<file path="src/rtl/imm_extend_pipe_pkg.sv">
`default_nettype none
// ============================================================================
// Module : imm_ext_pkg
// Desc   : Mode codes and mode width for the pipelined immediate extender.
// Rev    : 1.0  initial release
// ============================================================================
package imm_ext_pkg;

    localparam int MODE_W = 3;

    localparam logic [MODE_W-1:0] MODE_SIGN  = 3'b000;
    localparam logic [MODE_W-1:0] MODE_ZERO  = 3'b001;
    localparam logic [MODE_W-1:0] MODE_UPPER = 3'b010;
    localparam logic [MODE_W-1:0] MODE_SHL2  = 3'b011;
    localparam logic [MODE_W-1:0] MODE_SBYTE = 3'b100;
    localparam logic [MODE_W-1:0] MODE_ZBYTE = 3'b101;

endpackage : imm_ext_pkg
`default_nettype wire

</file>
<file path="src/rtl/imm_extend_pipe_if.sv">
`default_nettype none
// ============================================================================
// Module : imm_extend_pipe_if
// Desc   : Input/output valid-ready bundle of the immediate extender.
// Rev    : 1.0  initial release
// ============================================================================
interface imm_extend_pipe_if
    import imm_ext_pkg::*;
#(
    parameter int IN_W  = 16,
    parameter int OUT_W = 32
);
    logic              in_valid;
    logic              in_ready;
    logic [IN_W-1:0]   in_imm;
    logic [MODE_W-1:0] in_mode;
    logic              out_valid;
    logic              out_ready;
    logic [OUT_W-1:0]  out_data;
    logic              out_err;

    modport master (
        output in_valid, in_imm, in_mode, out_ready,
        input  in_ready, out_valid, out_data, out_err
    );

    modport slave (
        input  in_valid, in_imm, in_mode, out_ready,
        output in_ready, out_valid, out_data, out_err
    );
endinterface : imm_extend_pipe_if
`default_nettype wire

</file>
<file path="src/rtl/imm_extend_pipe_skid.sv">
`default_nettype none
// ============================================================================
// Module : ext_skid_buffer
// Desc   : Two-entry (output + skid) valid/ready buffer, strict FIFO order.
// Rev    : 1.0  initial release
// ============================================================================
module ext_skid_buffer #(
    parameter int W = 33
) (
    input  wire logic         Clk,
    input  wire logic         Reset,
    input  wire logic         in_valid_i,
    output logic              in_ready_o,
    input  wire logic [W-1:0] in_data_i,
    output logic              out_valid_o,
    input  wire logic         out_ready_i,
    output logic [W-1:0]      out_data_o
);
    logic         o_valid_q, o_valid_d;
    logic [W-1:0] o_data_q,  o_data_d;
    logic         s_valid_q, s_valid_d;
    logic [W-1:0] s_data_q,  s_data_d;
    logic         in_ready_q, in_ready_d;
    logic         w_in_fire;
    logic         w_out_fire;

    assign w_in_fire  = in_valid_i && in_ready_q;
    assign w_out_fire = o_valid_q && out_ready_i;

    always_comb begin
        o_valid_d = o_valid_q;
        o_data_d  = o_data_q;
        s_valid_d = s_valid_q;
        s_data_d  = s_data_q;
        if (w_out_fire) begin
            if (s_valid_q) begin
                o_data_d  = s_data_q;
                s_valid_d = 1'b0;
            end else begin
                o_valid_d = 1'b0;
            end
        end
        // in_ready is low while S is full, so an accept never races an S->O move.
        if (w_in_fire) begin
            if (!o_valid_q || out_ready_i) begin
                o_valid_d = 1'b1;
                o_data_d  = in_data_i;
            end else begin
                s_valid_d = 1'b1;
                s_data_d  = in_data_i;
            end
        end
        in_ready_d = !s_valid_d;
    end

    always_ff @(posedge Clk) begin
        if (Reset) begin
            o_valid_q  <= 1'b0;
            o_data_q   <= '0;
            s_valid_q  <= 1'b0;
            s_data_q   <= '0;
            in_ready_q <= 1'b1;
        end else begin
            o_valid_q  <= o_valid_d;
            o_data_q   <= o_data_d;
            s_valid_q  <= s_valid_d;
            s_data_q   <= s_data_d;
            in_ready_q <= in_ready_d;
        end
    end

    assign in_ready_o  = in_ready_q;
    assign out_valid_o = o_valid_q;
    assign out_data_o  = o_data_q;
endmodule : ext_skid_buffer
`default_nettype wire

</file>
<file path="src/rtl/imm_extend_pipe.sv">
`default_nettype none
// ============================================================================
// Module : imm_extend_pipe
// Desc   : Pipelined sign/zero/upper/shl2 immediate extender; IMM_EXT_BYTE_EN
//          adds byte sign/zero modes.
// Rev    : 1.0  initial release
// ============================================================================
module imm_extend_pipe
    import imm_ext_pkg::*;
#(
    parameter int IN_W  = 16,
    parameter int OUT_W = 32
) (
    input  wire logic          Clk,
    input  wire logic          Reset,
    imm_extend_pipe_if.slave   bus
);
    if (IN_W < 8 || IN_W > 32) begin : g_bad_in_w
        $error("imm_extend_pipe: IN_W must be within 8..32");
    end
    if (OUT_W < 2 * IN_W) begin : g_bad_out_w
        $error("imm_extend_pipe: OUT_W must be at least 2*IN_W");
    end

    logic [OUT_W-1:0] w_sign;
    logic [OUT_W-1:0] w_zero;
    logic [OUT_W-1:0] w_ext_data;
    logic             w_ext_err;
    logic [OUT_W:0]   w_out_payload;

    assign w_sign = {{(OUT_W-IN_W){bus.in_imm[IN_W-1]}}, bus.in_imm};
    assign w_zero = {{(OUT_W-IN_W){1'b0}}, bus.in_imm};

    always_comb begin
        w_ext_data = '0;
        w_ext_err  = 1'b0;
        case (bus.in_mode)
            MODE_SIGN:  w_ext_data = w_sign;
            MODE_ZERO:  w_ext_data = w_zero;
            MODE_UPPER: w_ext_data = w_zero << IN_W;
            MODE_SHL2:  w_ext_data = w_sign << 2;
`ifdef IMM_EXT_BYTE_EN
            MODE_SBYTE: w_ext_data = {{(OUT_W-8){bus.in_imm[7]}}, bus.in_imm[7:0]};
            MODE_ZBYTE: w_ext_data = {{(OUT_W-8){1'b0}}, bus.in_imm[7:0]};
`endif
            default:    w_ext_err  = 1'b1;
        endcase
    end

    ext_skid_buffer #(
        .W (OUT_W + 1)
    ) u_skid (
        .Clk         (Clk),
        .Reset       (Reset),
        .in_valid_i  (bus.in_valid),
        .in_ready_o  (bus.in_ready),
        .in_data_i   ({w_ext_err, w_ext_data}),
        .out_valid_o (bus.out_valid),
        .out_ready_i (bus.out_ready),
        .out_data_o  (w_out_payload)
    );

    assign bus.out_data = w_out_payload[OUT_W-1:0];
    assign bus.out_err  = w_out_payload[OUT_W];
endmodule : imm_extend_pipe
`default_nettype wire

</file>
<file path="src/flat_wrapper.sv">
// flat-port wrapper written by rule: the top's interface ports become plain ports
module imm_extend_pipe_flat import imm_ext_pkg::*;
#(
    parameter int IN_W  = 16,
    parameter int OUT_W = 32
)
  (Clk, Reset, bus_in_valid, bus_in_imm, bus_in_mode, bus_out_ready, bus_in_ready, bus_out_valid, bus_out_data, bus_out_err);
  imm_extend_pipe_if #(.IN_W(IN_W), .OUT_W(OUT_W)) bus_i ();
  input  wire logic Clk;
  input  wire logic Reset;
  input wire logic [$bits(bus_i.in_valid)-1:0] bus_in_valid;
  input wire logic [$bits(bus_i.in_imm)-1:0] bus_in_imm;
  input wire logic [$bits(bus_i.in_mode)-1:0] bus_in_mode;
  input wire logic [$bits(bus_i.out_ready)-1:0] bus_out_ready;
  output wire logic [$bits(bus_i.in_ready)-1:0] bus_in_ready;
  output wire logic [$bits(bus_i.out_valid)-1:0] bus_out_valid;
  output wire logic [$bits(bus_i.out_data)-1:0] bus_out_data;
  output wire logic [$bits(bus_i.out_err)-1:0] bus_out_err;
  assign bus_i.in_valid = bus_in_valid;
  assign bus_i.in_imm = bus_in_imm;
  assign bus_i.in_mode = bus_in_mode;
  assign bus_i.out_ready = bus_out_ready;
  assign bus_in_ready = bus_i.in_ready;
  assign bus_out_valid = bus_i.out_valid;
  assign bus_out_data = bus_i.out_data;
  assign bus_out_err = bus_i.out_err;
  imm_extend_pipe #(.IN_W(IN_W), .OUT_W(OUT_W)) u_core (.Clk(Clk), .Reset(Reset), .bus(bus_i));
endmodule
</file>
<file path="config.mk">
export PLATFORM = sky130hd
export DESIGN_NAME = imm_extend_pipe_flat
export DESIGN_NICKNAME = d
export VERILOG_FILES = /design/src/rtl/imm_extend_pipe_pkg.sv /design/src/rtl/imm_extend_pipe_if.sv /design/src/rtl/imm_extend_pipe_skid.sv /design/src/rtl/imm_extend_pipe.sv /design/src/flat_wrapper.sv
export SDC_FILE = /design/constraint.sdc
export NUM_CORES = 1
export LEC_CHECK = 0
export BUFFER_PORTS_ARGS = -buffer_cell sky130_fd_sc_hd__buf_2
export CAP_MARGIN = 20
export CORE_MARGIN = 10
export CORE_UTILIZATION = 50
export DETAILED_ROUTE_END_ITERATION = 8
export GPL_TIMING_DRIVEN = 0
export PLACE_DENSITY = 0.72
export SKIP_LAST_GASP = 1
export SLEW_MARGIN = 0
export SYNTH_ARGS = -nofsm -noshare
export SYNTH_HDL_FRONTEND = slang
export SYNTH_HIERARCHICAL = 1
export SYNTH_SLANG_ARGS = --single-unit
export TNS_END_PERCENT = 20
</file>
<file path="constraint.sdc">
create_clock -name Clk -period 1.7 [get_ports Clk]
set_input_delay 0.255 -clock Clk [delete_from_list [all_inputs] [get_ports Clk]]
set_output_delay 0.255 -clock Clk [all_outputs]
set_load 0.1 [all_outputs]
</file>
==> impl_metrics.yaml <==
outcome:
  outcome: "finished, final reports clean"
cells_and_area:
  area_growth_pct: 17.97
  drive_gt1_share_pct: 26.33
  diodes: 0
  post-route-util_pct: 61.32
  finalNetCount: 527
  instances_no_fill: 605
clock_network:
  cts.sink_count: 69
  postCtsSetupRepairBufs: 0
  htree_levels: 3
  cts_buffer_depth: 2
  cts-root-buf: "clkbuf_8"
  cts_tree: "built"
  numCtsBuffers: 9
  worstSkewPairLatency_ps: 350
  path_clk_slew_ps: 70
detailed_routing:
  drt-initial-drc-count: 222
  via_per_inst: 5.554
  dr.pass1.iters: 5
  antenna_left: 0
  vias: 3360
  routedWlPerCell_um: 16.48
  drt-total-wl_um: 9969
  drc: 0
place:
  hpwl_um: 7330
  port_buffers: 55
  dp_cells: 589
  gp_congestion: 0.9008
  preCtsSetupSlack_ps: -16.68
global_routing:
  antenna_found_initial: 0
  grt_overflow_total: 0
  grt_start_max_net_pins: 13
  grt_pass1_vias: 3213
  grt_pass1_wl_um: 16420
  grt_use_total_pct: 18.24
power_and_ir_drop:
  leakage_nw: 1.567
  ir_drop_v: 0.0005596
  p_per_area_nw_per_um2: 1058
floorplan:
  dieArea_um2: 10870
  die_h_um: 104.3
  fp-row-count: 30
  dieWidth_um: 104.3
  coreArea_um2: 6832
  io_pins: 58
  initial_core_util_pct: 51.98
synth:
  synth.avg_cell_area_um2: 8.107
  synth-edff-count: 0
  synth_top_area_share_pct: 38.90
  ys_async_sr_fraction_pct: 0
  ys_seq_elements: 69
  syn_nets: 461
  synth_flop_cell: "dfxtp_1"
  synth_cells: 438
  netlist_area_um2: 3551
  synth_cell_types: 26
  synth_area_leaders: "dfxtp_1 39%, nand2_1 14%, a311oi_2 13%, a21oi_1 6.8%, nor3_1 4.7%"
  ys_warn_count: 6
  netlist.top_cell.by_area: "dfxtp_1"
  seq_area_frac_synth_pct: 38.90
hold_path:
  hold_class: "input pin to flop"
  min_from: "bus_out_ready"
  whs_path_depth: 2
  holdPathEnd: "u_core/u_skid/in_ready_o"
sta:
  setup_viol: 0
  tightest_slew_ps: 769.0
  setup_slack_ps: 59.21
  max-slew-margin-rel_pct: 48.73
  maxSlewViolCount: 0
  fin_tns_setup_ps: 0
  clock_skew_ps: 5.306
  rsz0062_at_grt: "yes"
  fmax_mhz: 609.5
  min_period_over_period_pct: 96.52
  period_needed_ps: 1641
  hold_viol: 0
worst_setup_path:
  worst-path-max-fanout: 10
  critPathKind: "flop to flop"
  crit_path_start_kind: "flop"
  reg2reg_to: "u_core/u_skid/out_data_o[9]"
  reg2reg_depth: 5
  r2r_slack_ps: 60
  cp-end-kind: "flop"
  cp_data_arrival_time_ps: 1890
  worst_r2r_startpoint: "u_core/u_skid/out_valid_o"
  cp.required_ps: 1950
flow_run:
  max_cap_violations: 0
==> synthesized netlist by cell type (2+ instances only) <==
cell type / n
nand2_1: 133
dfxtp_1: 69
a21oi_1: 48
nor3_1: 33
a311oi_2: 30
clkbuf_1: 28
mux2i_1: 15
nand2b_1: 15
nand3_1: 15
buf_2: 10
o21ai_2: 10
buf_6: 7
o21ai_0: 6
a311oi_1: 3
nor3b_1: 3
buf_1: 2
inv_1: 2
==> worst max path at each step <==
stage,depth (start not counted),to,from,slack (ps)
2_1_floorplan,7,u_core/u_skid/out_data_o[0],u_core/u_skid/out_valid_o,110
3_3_place_gp,7,u_core/u_skid/out_data_o[23],bus_in_mode[2],3
3_5_place_dp,7,u_core/u_skid/out_data_o[23],bus_in_mode[2],-20
4_1_cts,5,u_core/u_skid/out_data_o[28],u_core/u_skid/out_valid_o,20
5_1_grt,5,u_core/u_skid/out_data_o[17],u_core/u_skid/out_valid_o,-40
6_report,5,u_core/u_skid/out_data_o[9],u_core/u_skid/out_valid_o,60
==> metrics by stage <==
| stage | instance area [µm²] | hold WS (ps) | power (mW) |
|---|---|---|---|
| CTS | 4187 | 249.5 | 4.451 |
| detailed placement | 3954 | 447.7 | 2.913 |
| floorplan | 3558 | 392.9 | 2.690 |
| finish | 4189 | 251.8 | 4.431 |
| global route | 4189 | 272.4 | 4.593 |
| global placement | 3954 | 441.9 | 2.900 |
==> critical path, cell delays in order, from the launching register on <==
cell      delay, ps
dfxtp_4         340
buf_6           120
nand3_1         240
clkbuf_1        400
nand2_1         140
a311oi_2        300
==> sequential cells by signal (all words and copies together), names as in the netlist <==
| signal | cells |
|---|---|
| u_core/u_skid/out_data_o | 33 |
| u_core/u_skid/out_valid_o | 1 |
| u_core/u_skid/s_data_q | 33 |
| u_core/u_skid/in_ready_o | 1 |
| u_core/u_skid/s_valid_q | 1 |
==> cell usage in the layout (no fill, tap or decap), types with 3 or more instances in the layout <==
cell type,Yosys,final
a21oi_1,48,48
a311oi_1,3,3
a311oi_2,30,30
buf_2,10,65
buf_6,7,7
clkbuf_1,28,26
clkbuf_8,0,9
clkinv_2,0,3
dfxtp_1,69,67
mux2i_1,15,15
nand2_1,133,133
nand2b_1,15,15
nand3_1,15,15
nor3_1,33,33
nor3b_1,3,3
o21ai_0,6,6
o21ai_2,10,10
==> power by group <==
part	switching [mW]	leakage (nW)	internal (mW)
sequential	0.0385	0.564	1.70
combinational	0.887	0.882	0.256
clock	0.644	0.121	0.909
total	1.57	1.57	2.86
==> kinds of logic (layout without fill, tap and decap cells) <==
| kind of cell | count (synthesis) | in the layout | share of synthesized area (%) |
|---|---|---|---|
| AO/OA/AOI/OAI | 99 | 99 | 23.93 |
| buffers and inverters | 49 | 120 | 7.012 |
| flip-flops | 69 | 69 | 38.90 |
| multiplexers | 15 | 15 | 4.228 |
| AND/OR/NAND/NOR | 206 | 206 | 25.93 |
==> what timing repair did <==
| item | CTS | global route |
|---|---|---|
| gates resized for setup | 0 | 4 |
| endpoints found under the setup margin | 0 | 20 |
| hold buffers | 0 | 0 |
==> final cells by class <==
class                   count  area, µm²
clock buffers              10      148.9
fillers                   621       2643
multi-input cells         320       1921
well taps                  96      120.1
clock inverters             6      83.83
repair buffers             55      275.3
flip-flops and latches     69       1389
plain buffers              47      244.0
inverters                   2      7.507
==> metal layers <==
metal  track usage, %  share of wire [%]  vias up
met5                0                  0        -
met1            23.68                 45     1565
met3            4.585                6.0       15
li1                 -                  -     1660
met2            28.51                 47      120
met4            6.362                1.7        0
Note: power is estimated with default switching activity, not from simulation.
